==> config.mk <==
export PLATFORM = sky130hd
export DESIGN_NAME = shift_register_load_controller
export DESIGN_NICKNAME = d
export VERILOG_FILES = /design/src/rtl/shift_register_load_controller.sv
export SDC_FILE = /design/constraint.sdc
export NUM_CORES = 1
export LEC_CHECK = 0
export ABC_AREA = 1
export BUFFER_PORTS_ARGS = -buffer_cell sky130_fd_sc_hd__buf_2
export CORE_UTILIZATION = 40
export CTS_CLUSTER_DIAMETER = 100
export DETAILED_ROUTE_END_ITERATION = 12
export PLACE_DENSITY = 0.63
export SLEW_MARGIN = 40
export SYNTH_ARGS = -nofsm -noshare
export SYNTH_HDL_FRONTEND = slang
export SYNTH_SLANG_ARGS = --single-unit
==> constraint.sdc <==
create_clock -name clk -period 1.6 [get_ports clk]
set_input_delay 0.24 -clock clk [delete_from_list [all_inputs] [get_ports clk]]
set_output_delay 0.24 -clock clk [all_outputs]
set_load 0.02 [all_outputs]
==> src/rtl/shift_register_load_controller.sv <==
// Loads a parallel word into an external serial-in shift register MSB first, then enforces an idle gap.
// Optional macro SHIFT_CTRL_PARITY_EN adds a word_parity output registered at capture.
module shift_register_load_controller #(
   parameter int DATA_WIDTH = 8,
   parameter int GAP_CYCLES = 2
) (
   input  logic                  clk,
   input  logic                  rst,
   input  logic [DATA_WIDTH-1:0] in_data,
   input  logic                  in_valid,
   output logic                  in_ready,
   input  logic                  abort,
   output logic                  shift_en,
   output logic                  shift_bit,
   output logic                  busy,
   output logic                  word_valid,
`ifdef SHIFT_CTRL_PARITY_EN
   output logic                  word_parity,
`endif
   output logic [7:0]            frame_cnt
);

   localparam int CNT_W = (DATA_WIDTH > 1) ? $clog2(DATA_WIDTH) : 1;

   typedef enum logic [1:0] {IDLE, SHIFT, DONE, GAP} state_t;

   state_t                state;
   logic [CNT_W-1:0]      bit_cnt;
   logic [DATA_WIDTH-1:0] hold;
   logic [3:0]            gap_cnt;

   // Outputs are computed for the next state so every one of them leaves a flop.
   always_ff @(posedge clk or negedge rst) begin
      if (!rst) begin
         state      <= IDLE;
         bit_cnt    <= CNT_W'(DATA_WIDTH - 1);
         hold       <= '0;
         gap_cnt    <= '0;
         in_ready   <= 1'b1;
         shift_en   <= 1'b0;
         shift_bit  <= 1'b0;
         busy       <= 1'b0;
         word_valid <= 1'b0;
         frame_cnt  <= 8'd0;
`ifdef SHIFT_CTRL_PARITY_EN
         word_parity <= 1'b0;
`endif
      end else begin
         shift_en   <= 1'b0;
         shift_bit  <= 1'b0;
         word_valid <= 1'b0;
         case (state)
            IDLE: begin
               if (in_valid) begin
                  hold      <= in_data;
                  bit_cnt   <= CNT_W'(DATA_WIDTH - 1);
                  state     <= SHIFT;
                  in_ready  <= 1'b0;
                  busy      <= 1'b1;
                  shift_en  <= 1'b1;
                  shift_bit <= in_data[DATA_WIDTH-1];
`ifdef SHIFT_CTRL_PARITY_EN
                  word_parity <= ^in_data;
`endif
               end
            end
            SHIFT: begin
               // An abort lets the current bit shift but drops the rest of the word.
               if (abort) begin
                  state    <= IDLE;
                  in_ready <= 1'b1;
                  busy     <= 1'b0;
               end else if (bit_cnt == '0) begin
                  state      <= DONE;
                  word_valid <= 1'b1;
                  frame_cnt  <= frame_cnt + 8'd1;
               end else begin
                  bit_cnt   <= bit_cnt - 1'b1;
                  shift_en  <= 1'b1;
                  shift_bit <= hold[bit_cnt - 1'b1];
               end
            end
            DONE: begin
               if (GAP_CYCLES > 0) begin
                  state   <= GAP;
                  gap_cnt <= 4'(GAP_CYCLES - 1);
               end else begin
                  state    <= IDLE;
                  in_ready <= 1'b1;
                  busy     <= 1'b0;
               end
            end
            GAP: begin
               // The acceptance cycle in IDLE counts as the last gap cycle.
               if (gap_cnt != 4'd0) gap_cnt <= gap_cnt - 4'd1;
               if (gap_cnt <= 4'd1) begin
                  state    <= IDLE;
                  in_ready <= 1'b1;
                  busy     <= 1'b0;
               end
            end
            default: begin
               state    <= IDLE;
               in_ready <= 1'b1;
               busy     <= 1'b0;
            end
         endcase
      end
   end

endmodule
==> metrics.txt <==
clk slew on worst S/H paths 60 ps; Max Buffers Root-to-Sink 2; commonest non-fill, non-tap cell in the layout nand2_1; Cell Count, Final, Fillers Out 257; # rows 21; CP delay by family, top flip-flops; RSZ-0062 raised after global routing false; final setup fails 0; core area 0.00347 mm²; IO buf count 24; Final Routed Wirelength 2.68 mm; slew margin rel. 55.9%; CTS tree built; Worst-Margin Slew 661 ps; Sink Count 30; worst min-delay path class in2async; Die X 63.5 µm; largest net degree at the start of global routing 31; initial antenna violation count 0; antenna cell count 0; total global-route track usage 15.6%; CTS Buf Count 5; clk_lat worst skew 280 ps; Inst Count DP 249; first-pass GRT wire length 4.74 mm; Initial Util 43.6%; element type at the critical path end register; Worst Skew 1.86 ps; Syn Nets 196; kind of critical path reg2reg; WHS -12.5 ps; CP arrival 1700 ps; Syn-to-layout area delta 18.3%; iteration-0 DRC count of the detailed router 53; CP max FO 11; status finished, violations left; Hold Vio Cnt, Final 26; DR vias 1198; register area share after synthesis 50.0%; CP Cell Sequence inv_1, ha_1, ha_1, inv_2, nor2_2, buf_12, nand3_1, nand2_1, nand2_1, inv_1; mapped cell area 0.00151 mm²; Critical Path RT 1780 ps; max incr delay on CP 530 ps; # hold bufs at CTS 0; minimum clock period 1520 ps; Final Slew Violations 0; Peak Freq 659 MHz; WL/cell 10.4 µm; iteration count of the initial detailed-routing pass 5; cells resized by post-CTS repair 0; Total Die Area 0.00403 mm²; worst path buffer plus inverter count 4; layout cells sized above 1 23.7%; # H-tree levels 2; Post-DP HPWL 1.92 mm; Post-CTS Setup Bufs 0; total grt overflow 0; Max VDD drop 647 µV; vias per cell 4.66; CP max stage cell dfstp_2; synthesized flop and latch total 30; Gate Count Post-Synth 179; commonest cells after routing, fill and taps aside nand2_1, inv_1, dfrtp_1; Max Cap Viol 0; YS warnings 0; setup_tns 0 ps; number of global-route vias before repair 1132; Final Cycle Share 94.8%; post-route ant nets 0; Pleak 1.03 nW; detailed-route DRC error count 0; synth unique cells 26; failing checks hold timing; Final Wtd Congestion 0.813; fraction of registers with async set/reset 100%; startpoint types register; top_reg_cell synth dfrtp_1; Root Buffer clkbuf_8; NumNets Final 227; Die H 63.5 µm; Post-synth EDFFs 0; # IOs 25; Power Density 1540 mW/mm²; Avg Cell Area, Syn 8.45 µm²
-- kinds of logic after synthesis --
| family | share of synthesized area (%) |
|---|---|
| simple gates | 24.6 |
| buf+inv | 10.3 |
| flops | 50.0 |
| compound gates | 6.53 |
| xor+xnor | 4.47 |
| fa+ha+maj | 4.14 |
-- per-stage QoR --
step                      total power [mW]  cell area, µm²  hold slack, ps  util [%]  setup WS (ps)
after floorplan                       1.90            1520           -55.6         -           24.5
after global placement                2.13            1700             320      49.0            113
after detailed placement              2.15            1700             314      49.0           60.4
after CTS                             2.78            1790            14.3      51.6           43.5
after global routing                  3.00            1790            52.5      51.6          0.807
final                                 2.75            1790           -12.5      51.6           83.0
-- layer usage --
| metal | part of all wire [%] | GRT usage, % |
|---|---|---|
| met1 | 47 | 17.7 |
| met2 | 46 | 25.3 |
| met3 | 4.3 | 4.89 |
| met4 | 2.2 | 9.38 |
| met5 | 0 | 0 |
-- state kept, by name (all words and copies together) (netlist names), named ones only --
signal      count
state           1
shift_bit       1
word_valid      1
frame_cnt       8
bit_cnt         3
in_ready        1
busy            1
gap_cnt         4
shift_en        1
hold            8
-- worst reg2reg max path, cell delays in order (launching register included) --
cell and delay, ps:
dfstp_2 530, inv_1 50, ha_1 200, ha_1 210, inv_2 70, nor2_2 50, buf_12 130, nand3_1 60
nand2_1 50, nand2_1 50, inv_1 30
-- final timing paths --
| kind | slack (ps) | depth (start not counted) | end | startpoint |
|---|---|---|---|---|
| max in group asynchronous | 1190 | 1 | busy | rst |
| worst min register to register | 460 | 2 | in_ready | in_ready |
| worst min-delay path | -10 | 1 | frame_cnt[5] | rst |
| worst max-delay path | 80 | 10 | frame_cnt[5] | bit_cnt[0] |
| worst max register to register | 80 | 10 | frame_cnt[5] | bit_cnt[0] |
| min in group clk | 150 | 3 | hold[6] | in_data[6] |
-- report_power, final --
group / internal, mW / switching (mW) / total (mW)
sequential: 1.03 / 0.120 / 1.15
clock: 0.346 / 0.275 / 0.621
combinational: 0.371 / 0.608 / 0.979
total: 1.74 / 1.00 / 2.75
-- area by class of cell --
| type | instances | area [µm²] |
|---|---|---|
| Fill cell | 362 | 1680 |
| Clock buffer | 7 | 86.3 |
| Timing Repair Buffer | 27 | 155 |
| Sequential cell | 30 | 756 |
| Clock inverter | 1 | 5.00 |
| Tap cell | 46 | 57.6 |
| Multi-Input combinational cell | 112 | 602 |
| Inverter | 34 | 128 |
-- synth_stat cells, drive strengths merged, types with 2 or more instances --
cell type | count | share of area, %
nand2 | 54 | 14
inv | 34 | 8.4
dfrtp | 26 | 43
nand3 | 13 | 4.6
o21ai | 13 | 4.3
nor2 | 8 | 2.6
ha | 5 | 4.1
nand4 | 5 | 2.1
dfstp | 4 | 6.9
a21oi | 3 | 0.99
xnor2 | 3 | 2.7
xor2 | 3 | 1.7
buf | 2 | 1.5
o22ai | 2 | 0.83
(Power assumes the default switching activity.)
